===== src/rtl/gcd_pkg.sv =====
// Shared types and constants for the subtractive GCD controller slice.
// Mux select encodings match the datapath wiring of the operand and subtractor muxes.
package gcd_pkg;

  localparam int DATA_W = 16;

  typedef enum logic [2:0] {
    S_IDLE   = 3'd0,
    S_LOAD_A = 3'd1,
    S_LOAD_B = 3'd2,
    S_CHECK  = 3'd3,
    S_DONE   = 3'd4,
    S_ERR    = 3'd5
  } state_e;

  localparam logic SEL_DIN = 1'b0;
  localparam logic SEL_SUB = 1'b1;
  localparam logic SEL_A   = 1'b0;
  localparam logic SEL_B   = 1'b1;

endpackage


===== src/rtl/gcd_controller_if.sv =====
// Handshake, comparator status and datapath control bundle of the GCD controller.
// The slave modport is the controller; the master modport is the host plus datapath.
interface gcd_controller_if;

  logic start;
  logic in_valid;
  logic in_ready;
  logic lt;
  logic gt;
  logic eq;
  logic ld_a;
  logic ld_b;
  logic sel_in;
  logic sel1;
  logic sel2;
  logic busy;
  logic done;
  logic err;
  logic done_ack;

  modport slave (
    input  start, in_valid, lt, gt, eq, done_ack,
    output in_ready, ld_a, ld_b, sel_in, sel1, sel2, busy, done, err
  );

  modport master (
    output start, in_valid, lt, gt, eq, done_ack,
    input  in_ready, ld_a, ld_b, sel_in, sel1, sel2, busy, done, err
  );

endinterface


===== src/rtl/gcd_iter_counter.sv =====
// Per-job subtract counter with terminal-count flag against MAX_ITER.
// Saturates at MAX_ITER so it can never wrap even if the caller keeps incrementing.
module gcd_iter_counter #(
  parameter int MAX_ITER = 65535
) (
  input  logic clk,
  input  logic rst_n,
  input  logic clr_i,
  input  logic inc_i,
  output logic tc_o
);

  localparam int CNT_W = $clog2(MAX_ITER + 1);
  localparam logic [CNT_W-1:0] CNT_MAX = CNT_W'(MAX_ITER);

  logic [CNT_W-1:0] cnt_q;
  logic [CNT_W-1:0] cnt_d;

  assign tc_o = (cnt_q == CNT_MAX);

  always_comb begin
    cnt_d = cnt_q;
    if (clr_i) begin
      cnt_d = '0;
    end else if (inc_i && !tc_o) begin
      cnt_d = cnt_q + CNT_W'(1);
    end
  end

  always_ff @(posedge clk or negedge rst_n) begin
    if (!rst_n) begin
      cnt_q <= '0;
    end else begin
      cnt_q <= cnt_d;
    end
  end

endmodule


===== src/rtl/gcd_controller.sv =====
// Control FSM for the 16-bit subtractive GCD datapath: operand intake, subtract loop,
// and done/error reporting. Status outputs are Moore; loads and selects are Mealy.
module gcd_controller
  import gcd_pkg::*;
#(
  parameter int MAX_ITER = 65535
) (
  input logic             clk,
  input logic             rst_n,
  gcd_controller_if.slave ctrl_if
);

  state_e state_q;
  state_e state_d;

  logic cnt_clr;
  logic cnt_inc;
  logic cnt_tc;

  logic in_ready_o;
  logic ld_a_o;
  logic ld_b_o;
  logic sel_in_o;
  logic sel1_o;
  logic sel2_o;
  logic busy_o;
  logic done_o;
  logic err_o;

  gcd_iter_counter #(
    .MAX_ITER(MAX_ITER)
  ) u_iter_counter (
    .clk  (clk),
    .rst_n(rst_n),
    .clr_i(cnt_clr),
    .inc_i(cnt_inc),
    .tc_o (cnt_tc)
  );

  always_ff @(posedge clk or negedge rst_n) begin
    if (!rst_n) begin
      state_q <= S_IDLE;
    end else begin
      state_q <= state_d;
    end
  end

  always_comb begin
    state_d    = state_q;
    in_ready_o = 1'b0;
    ld_a_o     = 1'b0;
    ld_b_o     = 1'b0;
    sel_in_o   = SEL_DIN;
    sel1_o     = SEL_A;
    sel2_o     = SEL_A;
    busy_o     = 1'b0;
    done_o     = 1'b0;
    err_o      = 1'b0;
    cnt_clr    = 1'b0;
    cnt_inc    = 1'b0;

    unique case (state_q)
      S_IDLE: begin
        if (ctrl_if.start) begin
          state_d = S_LOAD_A;
        end
      end

      S_LOAD_A: begin
        busy_o     = 1'b1;
        in_ready_o = 1'b1;
        sel_in_o   = SEL_DIN;
        ld_a_o     = ctrl_if.in_valid;
        if (ctrl_if.in_valid) begin
          state_d = S_LOAD_B;
        end
      end

      S_LOAD_B: begin
        busy_o     = 1'b1;
        in_ready_o = 1'b1;
        sel_in_o   = SEL_DIN;
        ld_b_o     = ctrl_if.in_valid;
        if (ctrl_if.in_valid) begin
          state_d = S_CHECK;
          cnt_clr = 1'b1;
        end
      end

      // eq wins over everything, and the limit check precedes any further subtract
      S_CHECK: begin
        busy_o = 1'b1;
        if (ctrl_if.eq) begin
          state_d = S_DONE;
        end else if (cnt_tc) begin
          state_d = S_ERR;
        end else if (ctrl_if.gt) begin
          ld_a_o   = 1'b1;
          sel_in_o = SEL_SUB;
          sel1_o   = SEL_A;
          sel2_o   = SEL_B;
          cnt_inc  = 1'b1;
        end else if (ctrl_if.lt) begin
          ld_b_o   = 1'b1;
          sel_in_o = SEL_SUB;
          sel1_o   = SEL_B;
          sel2_o   = SEL_A;
          cnt_inc  = 1'b1;
        end
      end

      S_DONE: begin
        busy_o = 1'b1;
        done_o = 1'b1;
        if (ctrl_if.done_ack) begin
          state_d = S_IDLE;
        end
      end

      S_ERR: begin
        busy_o = 1'b1;
        done_o = 1'b1;
        err_o  = 1'b1;
        if (ctrl_if.done_ack) begin
          state_d = S_IDLE;
        end
      end

      default: begin
        state_d = S_IDLE;
      end
    endcase
  end

  assign ctrl_if.in_ready = in_ready_o;
  assign ctrl_if.ld_a     = ld_a_o;
  assign ctrl_if.ld_b     = ld_b_o;
  assign ctrl_if.sel_in   = sel_in_o;
  assign ctrl_if.sel1     = sel1_o;
  assign ctrl_if.sel2     = sel2_o;
  assign ctrl_if.busy     = busy_o;
  assign ctrl_if.done     = done_o;
  assign ctrl_if.err      = err_o;

endmodule


===== src/flat_wrapper.sv =====
// flat-port wrapper written by rule: the top's interface ports become plain ports
module gcd_controller_flat import gcd_pkg::*;
#(
  parameter int MAX_ITER = 65535
)
  (clk, rst_n, ctrl_if_start, ctrl_if_in_valid, ctrl_if_lt, ctrl_if_gt, ctrl_if_eq, ctrl_if_done_ack, ctrl_if_in_ready, ctrl_if_ld_a, ctrl_if_ld_b, ctrl_if_sel_in, ctrl_if_sel1, ctrl_if_sel2, ctrl_if_busy, ctrl_if_done, ctrl_if_err);
  gcd_controller_if ctrl_if_i ();
  input logic clk;
  input logic rst_n;
  input wire logic [$bits(ctrl_if_i.start)-1:0] ctrl_if_start;
  input wire logic [$bits(ctrl_if_i.in_valid)-1:0] ctrl_if_in_valid;
  input wire logic [$bits(ctrl_if_i.lt)-1:0] ctrl_if_lt;
  input wire logic [$bits(ctrl_if_i.gt)-1:0] ctrl_if_gt;
  input wire logic [$bits(ctrl_if_i.eq)-1:0] ctrl_if_eq;
  input wire logic [$bits(ctrl_if_i.done_ack)-1:0] ctrl_if_done_ack;
  output wire logic [$bits(ctrl_if_i.in_ready)-1:0] ctrl_if_in_ready;
  output wire logic [$bits(ctrl_if_i.ld_a)-1:0] ctrl_if_ld_a;
  output wire logic [$bits(ctrl_if_i.ld_b)-1:0] ctrl_if_ld_b;
  output wire logic [$bits(ctrl_if_i.sel_in)-1:0] ctrl_if_sel_in;
  output wire logic [$bits(ctrl_if_i.sel1)-1:0] ctrl_if_sel1;
  output wire logic [$bits(ctrl_if_i.sel2)-1:0] ctrl_if_sel2;
  output wire logic [$bits(ctrl_if_i.busy)-1:0] ctrl_if_busy;
  output wire logic [$bits(ctrl_if_i.done)-1:0] ctrl_if_done;
  output wire logic [$bits(ctrl_if_i.err)-1:0] ctrl_if_err;
  assign ctrl_if_i.start = ctrl_if_start;
  assign ctrl_if_i.in_valid = ctrl_if_in_valid;
  assign ctrl_if_i.lt = ctrl_if_lt;
  assign ctrl_if_i.gt = ctrl_if_gt;
  assign ctrl_if_i.eq = ctrl_if_eq;
  assign ctrl_if_i.done_ack = ctrl_if_done_ack;
  assign ctrl_if_in_ready = ctrl_if_i.in_ready;
  assign ctrl_if_ld_a = ctrl_if_i.ld_a;
  assign ctrl_if_ld_b = ctrl_if_i.ld_b;
  assign ctrl_if_sel_in = ctrl_if_i.sel_in;
  assign ctrl_if_sel1 = ctrl_if_i.sel1;
  assign ctrl_if_sel2 = ctrl_if_i.sel2;
  assign ctrl_if_busy = ctrl_if_i.busy;
  assign ctrl_if_done = ctrl_if_i.done;
  assign ctrl_if_err = ctrl_if_i.err;
  gcd_controller #(.MAX_ITER(MAX_ITER)) u_core (.clk(clk), .rst_n(rst_n), .ctrl_if(ctrl_if_i));
endmodule

===== config.mk =====
export PLATFORM = sky130hd
export DESIGN_NAME = gcd_controller_flat
export DESIGN_NICKNAME = d
export VERILOG_FILES = /design/src/rtl/gcd_pkg.sv /design/src/rtl/gcd_controller_if.sv /design/src/rtl/gcd_iter_counter.sv /design/src/rtl/gcd_controller.sv /design/src/flat_wrapper.sv
export SDC_FILE = /design/constraint.sdc
export NUM_CORES = 1
export LEC_CHECK = 0
export CAP_MARGIN = 20
export CORE_MARGIN = 2
export CORE_UTILIZATION = 57
export CTS_BUF_LIST = sky130_fd_sc_hd__clkbuf_16
export DETAILED_ROUTE_END_ITERATION = 8
export HOLD_SLACK_MARGIN = 0.06
export PLACE_DENSITY = 0.83
export SYNTH_ARGS = -nofsm -noshare
export SYNTH_HDL_FRONTEND = slang
export SYNTH_SLANG_ARGS = --single-unit

===== constraint.sdc =====
create_clock -name clk -period 5.3 [get_ports clk]
set_input_delay 1.06 -clock clk [delete_from_list [all_inputs] [get_ports clk]]
set_output_delay 1.06 -clock clk [all_outputs]
set_load 0.005 [all_outputs]

Word level (Yosys, flattened, before mapping) --
Index checks and enable logic that the tools add are counted.
Cells by class: muxes and demuxes 30, add/subtract/negate cells 1, reductions and logical operators 8, eq/ne operators 11
Operator list (number):
- $mux 16 | 2
- $mux 1 | 19
- $mux 3 | 6
- $add 16x1->16 const B | 1
- $eq 16x16->1 const B | 1
- $pmux 3 s5 | 1
- $eq 3x2->1 const B | 2
- $eq 3x3->1 const B | 2
- $ne 2x2->1 const B | 3
- $reduce_and 5->1 | 1
- $reduce_or 5->1 | 1
- $pmux 1 s2 | 2
- $reduce_or 2->1 | 2
- $eq 3x1->1 const B | 1
- $logic_not 3->1 | 1
- $ne 3x3->1 const B | 1
- $ne 2x1->1 const B | 1
- $reduce_bool 2->1 | 1
- $logic_and 1x1->1 | 1
- $logic_not 1->1 | 1
Word-level totals: output and inout bits 9, register bits 19, bits of input ports 8, logic and storage cells 52

Longest topological paths before layout --
Gate-level depths: netlist of run 1.
depth in word-level cells 8, depth in mapped cells 6, mapped depth without buffers 5

By module --
Synthesis of run 1 repeated with hierarchy kept, for this count alone.
Second synthesis, totals: cell total of the unflattened synthesis 131, area total of the unflattened synthesis 1199.9 um2
Modules (own cells, without submodules):
- gcd_iter_counter | times used 1, cells each 90, seq. area each 400.4 um2, area each 897.1 um2
- gcd_controller | times used 1, cells each 41, seq. area each 75.1 um2, area each 302.8 um2

Least setup slack after synthesis of run 1 --
OpenSTA, ideal clock, no wires.
path kind input-to-output, from input port ctrl_if_eq, to output port ctrl_if_ld_b, required time 4.240 ns, buffers on the path 0, arrival 1.808 ns, setup slack 2.432 ns, stages 3, cell sequence nand4bb_1 > nor4b_1 > nand2b_1
Between the ends: word-level cells in the longest chain between the ends 2
Ends and longest elaborated chain:
- start, declared | line flat_wrapper.sv:14 | input wire logic [$bits(ctrl_if_i.eq)-1:0] ctrl_if_eq;
- $mux 1 | line gcd_controller.sv:93 | if (ctrl_if.eq) begin
- $pmux 1 s2 | line gcd_controller.sv:62 | unique case (state_q)
- end, declared | line flat_wrapper.sv:18 | output wire logic [$bits(ctrl_if_i.ld_b)-1:0] ctrl_if_ld_b;
No other way between the ends.

Worst setup path in the final report of run 1 --
Ends and elaborated chain as after synthesis.

==> impl_metrics.csv, run 1 <==
group,metric,value,unit
sta,tightest_slew,0.863,ns
detailed_routing,first_iter_violations,48,
cts,cts_buffer_depth,2,
detailed_routing,wire_per_inst,16.9,um
final_layout,fillers,149,
grt,grt_pass1_vias,1161,
floorplan,die-area,2520,um^2
cts,numCtsBuffers,3,
power_and_ir_drop,clock_power_share,28.7,%
synth,ys_types,40,
run_status,status,"completed",
power_and_ir_drop,ir_worst_vdd,0.000360,V
cts,clockRootBuffer,"clkbuf_16",
placement,dp_hpwl,2050,um
power_and_ir_drop,internal_power,365,uW
synth,ys_seq_area_share,39.1,%
cts,htree_levels,1,
power_and_ir_drop,power_leakage,0.541,nW
grt,grt_max_degree,20,
grt,grt_overflow,0,
power_and_ir_drop,power_density,368,nW/um^2
setup_path,rr_worst_depth,4,
power_and_ir_drop,p_comb_share,32.8,%
synth,syn_inst,138,
sta,setup_tns,0,ns
final_layout,nets,159,
floorplan,num_rows,16,
cts,cts_tree,"done",
floorplan,start_util,61.3,%
power_and_ir_drop,seqPwrFrac,38.5,%
floorplan,io_pins,17,
sta,hold_ws,0.568,ns
grt,grt_pass1_wl,5190,um
final_layout,final_common_cell,"dfrtp_1",
synth,yosysWarnings,0,
synth,syn_avg_cell_area,8.80,um^2
setup_path,path_cells,"clkdlybuf4s50_1 -> nand4bb_1 -> nor4b_1 -> nand2b_1 -> clkdlybuf4s50_1",
cts,cts_resized,0,
cts,cts.sinks,19,
detailed_routing,drc,0,
floorplan,core_region_area,1980,um^2
power_and_ir_drop,switchingPower,172,uW
synth,synth_fp_nets,147,
run,cap_violations,0,
synth,synth_area_leaders,"dfrtp_1, or4_1, a21oi_1, o31ai_1, nand4_1",
placement,port_buffers,16,
sta,skew,0.00290,ns
detailed_routing,drt_pass1_iterations,4,
sta,fmax,254,MHz
setup_path,end_kind,"output port",
final_layout,areaGrowthSynthToFinish,20.1,%
detailed_routing,ant_nets,0,
min_path,hold_class,"reg -> reg",
floorplan,die_h,50.2,um
sta,finalHoldViolations,0,
setup_path,crit_family,"buffers and inverters",
power_and_ir_drop,switching_share,32.0,%
cts,hold_buffers,0,
final_layout,layout_common_cells,"dfrtp_1, a21oi_1, clkdlybuf4s50_1",
setup_path,critical_path_class,"in -> out",
setup_path,max_stage_delay,0.51,ns
detailed_routing,drt_wl_total,2970,um
placement,pre_cts_ws,1.39,ns
sta,relSlewSlack,42.3,%
setup_path,required,4.24,ns
grt,grtUsageTotal,26.4,%
setup_path,worstPathArrival,2.87,ns
detailed_routing,vias,1197,
cts,insertion_delay,0.25,ns
setup_path,cp_common_cell,"clkdlybuf4s50_1",
placement,place_congestion,0.832,
detailed_routing,via_per_inst,6.80,
sta,rsz0062_at_grt,"no",
cts,clkSlewWorstSetupHoldPaths,0.05,ns
floorplan,dieWidth,50.2,um
final_layout,drive_gt1_share,6.04,%
setup_path,cp-start-kind,"input port",
sta,finalCritPeriodShare,74.2,%
synth,yosysTopAreaCellShare,39.1,%
synth,netlist_area,1210,um^2
cts,postCtsSetupBuffers,0,
sta,setup_viol,0,
final_layout,antennaDiodeCount,0,
setup_path,worst-path-max-fanout,4,
setup_path,path_depth,5,
setup_path,crit_buf_inv,2,
sta,finalCriticalPeriod,3.93,ns
setup_path,slowest_stage,"clkdlybuf4s50_1",
grt,antenna_found_initial,0,
final_layout,fin_util,73.6,%
synth,ys_ff_latch,19,
synth,synth_top_area_cell,"dfrtp_1",
min_path,whs_path_depth,1,
sta,drv_slew,0,
sta,finalWorstSetupSlack,1.37,ns
[flip-flops by register name, indices dropped and copies added (netlist names)]
signal / cells
u_core.state_q: 3
u_core.u_iter_counter.cnt_q: 16
[cell families after synthesis]
group | synth area share [%]
simple gates | 31.5
mux | 3.50
fa+ha+maj | 1.03
buf+inv | 4.33
xor+xnor | 0.721
flops | 39.1
compound gates | 19.8
[final timing paths]
path                       slack (ns)                               to                            from
setup / recovery                 1.37                     ctrl_if_ld_b                      ctrl_if_eq
hold / removal                   0.57   u_core.u_iter_counter.cnt_q[2]  u_core.u_iter_counter.cnt_q[2]
setup reg to reg                 2.88  u_core.u_iter_counter.cnt_q[15]               u_core.state_q[1]
hold reg to reg                  0.57   u_core.u_iter_counter.cnt_q[2]  u_core.u_iter_counter.cnt_q[2]
max in group asynchronous        3.46                u_core.state_q[1]                           rst_n
min in group asynchronous        1.31  u_core.u_iter_counter.cnt_q[11]                           rst_n
[per-stage QoR]
step / instance area, um^2 / instances / total power, mW
after global routing: 1460 / 176 / 0.572
after global placement: 1370 / 171 / 0.374
after CTS: 1450 / 175 / 0.537
final: 1460 / 176 / 0.537
after floorplan: 1210 / 138 / 0.309
after detailed placement: 1370 / 171 / 0.384
[layer usage]
metal / track usage, % / vias up / share of wire, % / wire, um
met5: 0 / - / 0 / 0
met4: 10.6 / 0 / 2.1 / 63
met3: 3.27 / 15 / 4.6 / 138
met2: 44.3 / 43 / 49 / 1460
met1: 34.3 / 573 / 44 / 1310
li1: - / 566 / - / -
[layout make-up]
type,count,area (um^2),area share (%)
Multi-Input combinational cell,106,687,47.1
Sequential cell,19,475,32.6
Timing Repair Buffer,18,175,12.0
Clock buffer,3,75.1,5.15
Tap cell,27,33.8,2.32
Inverter,2,7.51,0.515
Clock inverter,1,5.00,0.343
[cell usage after synthesis]
cell type,instances
dfrtp_1,19
a21oi_1,16
or4_1,11
o31ai_1,10
nand4_1,8
clkbuf_1,7
nand2_1,6
nand3_1,6
nor2_1,6
o21ai_0,6
and4_1,3
or3_1,3
and3_1,2
buf_2,2
inv_1,2
mux2_2,2
mux2i_1,2
nand2b_1,2
nor3_1,2
nor3b_1,2
nor4b_1,2
a211o_1,1
a211oi_1,1
a32oi_1,1
and2_1,1
buf_1,1
clkbuf_2,1
ha_1,1
nand3b_1,1
nand4b_1,1
nand4bb_1,1
nor2b_1,1
nor4_1,1
nor4bb_1,1
o21ai_1,1
o21bai_1,1
o311ai_0,1
o41ai_1,1
or2_2,1
xnor2_1,1
[power by group through the flow]
| stage | sequential [mW] | combinational (mW) | clock, mW |
|---|---|---|---|
| 2_1_floorplan | 0.180 | 0.129 | 0 |
| 3_3_place_gp | 0.205 | 0.169 | 0 |
| 3_5_place_dp | 0.207 | 0.177 | 0 |
| 4_1_cts | 0.205 | 0.177 | 0.156 |
| 5_1_grt | 0.215 | 0.196 | 0.162 |
| 6_report | 0.207 | 0.176 | 0.154 |
[worst reg2reg max path: cells and delay by family, from the launching register on]
kind	cells	cell delay, ns
compound gates	1	0.17
flops	1	0.62
simple gates	3	1.55
(Power assumes the default switching activity.)
==> inputs of run 2 (changes only) <==
--- a/config.mk
+++ b/config.mk
@@ -7,11 +7,11 @@
 export LEC_CHECK = 0
 export CAP_MARGIN = 20
 export CORE_MARGIN = 2
-export CORE_UTILIZATION = 57
+export CORE_UTILIZATION = 48
 export CTS_BUF_LIST = sky130_fd_sc_hd__clkbuf_16
 export DETAILED_ROUTE_END_ITERATION = 8
 export HOLD_SLACK_MARGIN = 0.06
-export PLACE_DENSITY = 0.83
+export PLACE_DENSITY = 0.74
 export SYNTH_ARGS = -nofsm -noshare
 export SYNTH_HDL_FRONTEND = slang
 export SYNTH_SLANG_ARGS = --single-unit
==> constraint.sdc (replaced) <==
create_clock -name clk -period 3.47 [get_ports clk]
set_input_delay 0.694 -clock clk [delete_from_list [all_inputs] [get_ports clk]]
set_output_delay 0.694 -clock clk [all_outputs]
set_load 0.005 [all_outputs]
==> run 2 against run 1 <==
Non-clock buffer count unchanged. Cell area increased by 0.17%. Cell count increased by 1.7%. Global-route usage decreased by 3.5 points. Sequential power increased by 53%. Clock power increased by 55%. Clock-buffer cell count unchanged. Sequential share of layout area decreased by 0.056 points. Combinational power increased by 52%. Worst hold slack got worse by 0.025 ns. Clock skew about the same. Flip-flop and latch count unchanged. Critical path type unchanged. Largest cell class unchanged.
==> impl_metrics.csv, run 2 (synthesis gave the netlist of run 1 again) <==
group,metric,value,unit
run_status,status,"completed",
sta,setup_tns,0,ns
sta,skew,0.00289,ns
placement,place_congestion,0.801,
floorplan,dieWidth,54.3,um
setup_path,max_stage_delay,0.50,ns
detailed_routing,via_per_inst,6.59,
detailed_routing,first_iter_violations,32,
final_layout,areaGrowthSynthToFinish,20.3,%
detailed_routing,vias,1180,
setup_path,cp-start-kind,"input port",
sta,setup_viol,0,
sta,finalWorstSetupSlack,0.240,ns
cts,cts_resized,0,
detailed_routing,drt_pass1_iterations,4,
cts,insertion_delay,0.25,ns
setup_path,worstPathArrival,2.54,ns
floorplan,core_region_area,2430,um^2
grt,antenna_found_initial,0,
setup_path,rr_worst_depth,4,
power_and_ir_drop,ir_worst_vdd,0.000442,V
cts,cts_tree,"done",
final_layout,regMostFlops,"u_core.u_iter_counter.cnt_q",
setup_path,cp_common_cell,"clkdlybuf4s50_1",
final_layout,final_common_cell,"dfrtp_1",
grt,grtUsageTotal,22.8,%
final_layout,largest_register_ffs,16,
setup_path,crit_buf_inv,2,
sta,hold_ws,0.543,ns
floorplan,die_h,54.3,um
floorplan,num_rows,18,
grt,grt_pass1_vias,1038,
power_and_ir_drop,power.total,822,uW
detailed_routing,drc,0,
floorplan,io_pins,17,
cts,numCtsBuffers,3,
sta,tightest_slew,1.07,ns
detailed_routing,ant_nets,0,
cts,cts.sinks,19,
final_layout,drive_gt1_share,5.37,%
sta,fmax,310,MHz
setup_path,r2r_setup_slack,1.07,ns
setup_path,end_kind,"output port",
sta,drv_slew,0,
min_path,hold_class,"reg -> reg",
placement,dp_hpwl,2000,um
final_layout,nets,159,
power_and_ir_drop,power_leakage,0.542,nW
power_and_ir_drop,power_density,562,nW/um^2
cts,clkSlewWorstSetupHoldPaths,0.05,ns
sta,finalHoldViolations,0,
run,cap_violations,0,
detailed_routing,drt_wl_total,2880,um
setup_path,r2r-end,"u_core.u_iter_counter.cnt_q[14]",
setup_path,critical_path_class,"in -> out",
cts,clockRootBuffer,"clkbuf_16",
setup_path,startpoint,"ctrl_if_eq",
cts,cts_buffer_depth,2,
setup_path,worst-path-max-fanout,4,
final_layout,layout_common_cells,"dfrtp_1, a21oi_1, clkdlybuf4s50_1",
setup_path,path_cells,"clkdlybuf4s50_1 -> nand4bb_1 -> nor4b_1 -> nand2b_1 -> clkdlybuf4s50_1",
floorplan,die-area,2950,um^2
cts,hold_buffers,0,
grt,grt_overflow,0,
detailed_routing,wire_per_inst,16.1,um
setup_path,reg2reg_from,"u_core.state_q[1]",
sta,rsz0062_at_grt,"no",
setup_path,crit_family,"buffers and inverters",
min_path,min-delay-start,"u_core.u_iter_counter.cnt_q[4]",
placement,port_buffers,16,
grt,grt_pass1_wl,4880,um
final_layout,antennaDiodeCount,0,
grt,grt_max_degree,20,
setup_path,required,2.78,ns
sta,finalCritPeriodShare,93.1,%
sta,relSlewSlack,28.4,%
placement,pre_cts_ws,0.277,ns
final_layout,fillers,226,
cts,postCtsSetupBuffers,0,
floorplan,start_util,49.9,%
setup_path,critPathCapture,"ctrl_if_ld_b",
final_layout,top_regs,"u_core.u_iter_counter.cnt_q (16), u_core.state_q (3)",
setup_path,slowest_stage,"clkdlybuf4s50_1",
setup_path,path_depth,5,
sta,finalCriticalPeriod,3.23,ns
cts,htree_levels,1,
==> run 2: changes by cell type in the layout (fill, tap and decap cells not counted) <==
cell	previous run	this run
inv_1	2	3
clkinv_2	1	0
==> run 2: per-layer routing <==
layer  track usage [%]  up-vias  wire [um]
met1              30.0      562       1290
met2              35.5       44       1380
met3              4.37        5        169
met5                 0        -          0
met4              11.7        0         45
li1                  -      569          -
==> run 2: per-stage QoR <==
stage	instances	area [um^2]	utilization, %
after CTS	179	1460	60.1
after detailed placement	175	1380	56.8
final	179	1460	60.1
after floorplan	138	1210	-
after global routing	179	1460	60.1
after global placement	175	1380	56.8
==> run 2: final cells by class <==
type,count,area (um^2),share of cell area [%]
clock buffer,3,75.1,5.14
sequential,19,475,32.5
tap,30,37.5,2.57
clock inverter,1,3.75,0.257
timing repair buffer,18,175,12.0
inverter,2,7.51,0.514
multi-input combinational,106,687,47.0
==> run 2: worst register-to-register path: cells and delay by family, from the launching register on <==
family	cells	cell delay, ns
flip-flops	1	0.59
AO/OA/AOI/OAI	2	0.62
AND/OR/NAND/NOR	2	1.12
==> run 2: how the worst min path moves through the flow <==
stage / endpoint / slack (ns) / cells past startpoint
after global routing: u_core.u_iter_counter.cnt_q[15] / 0.59 / 2
after global placement: u_core.u_iter_counter.cnt_q[7] / 0.54 / 2
after detailed placement: u_core.u_iter_counter.cnt_q[4] / 0.55 / 1
after CTS: u_core.u_iter_counter.cnt_q[4] / 0.55 / 1
after floorplan: u_core.state_q[0] / 0.40 / 0
final: u_core.u_iter_counter.cnt_q[4] / 0.54 / 1
==> run 2: report_power, final <==
group | internal (mW) | switching, mW
clock network | 0.153 | 0.0842
logic | 0.152 | 0.115
registers | 0.249 | 0.0678
==> inputs of run 3 (changes only) <==
--- a/config.mk
+++ b/config.mk
@@ -15,3 +15,4 @@
 export SYNTH_ARGS = -nofsm -noshare
 export SYNTH_HDL_FRONTEND = slang
 export SYNTH_SLANG_ARGS = --single-unit
+export TNS_END_PERCENT = 100
==> results of run 3 <==
The final DEF is identical to that of run 2; final timing and power are the same.
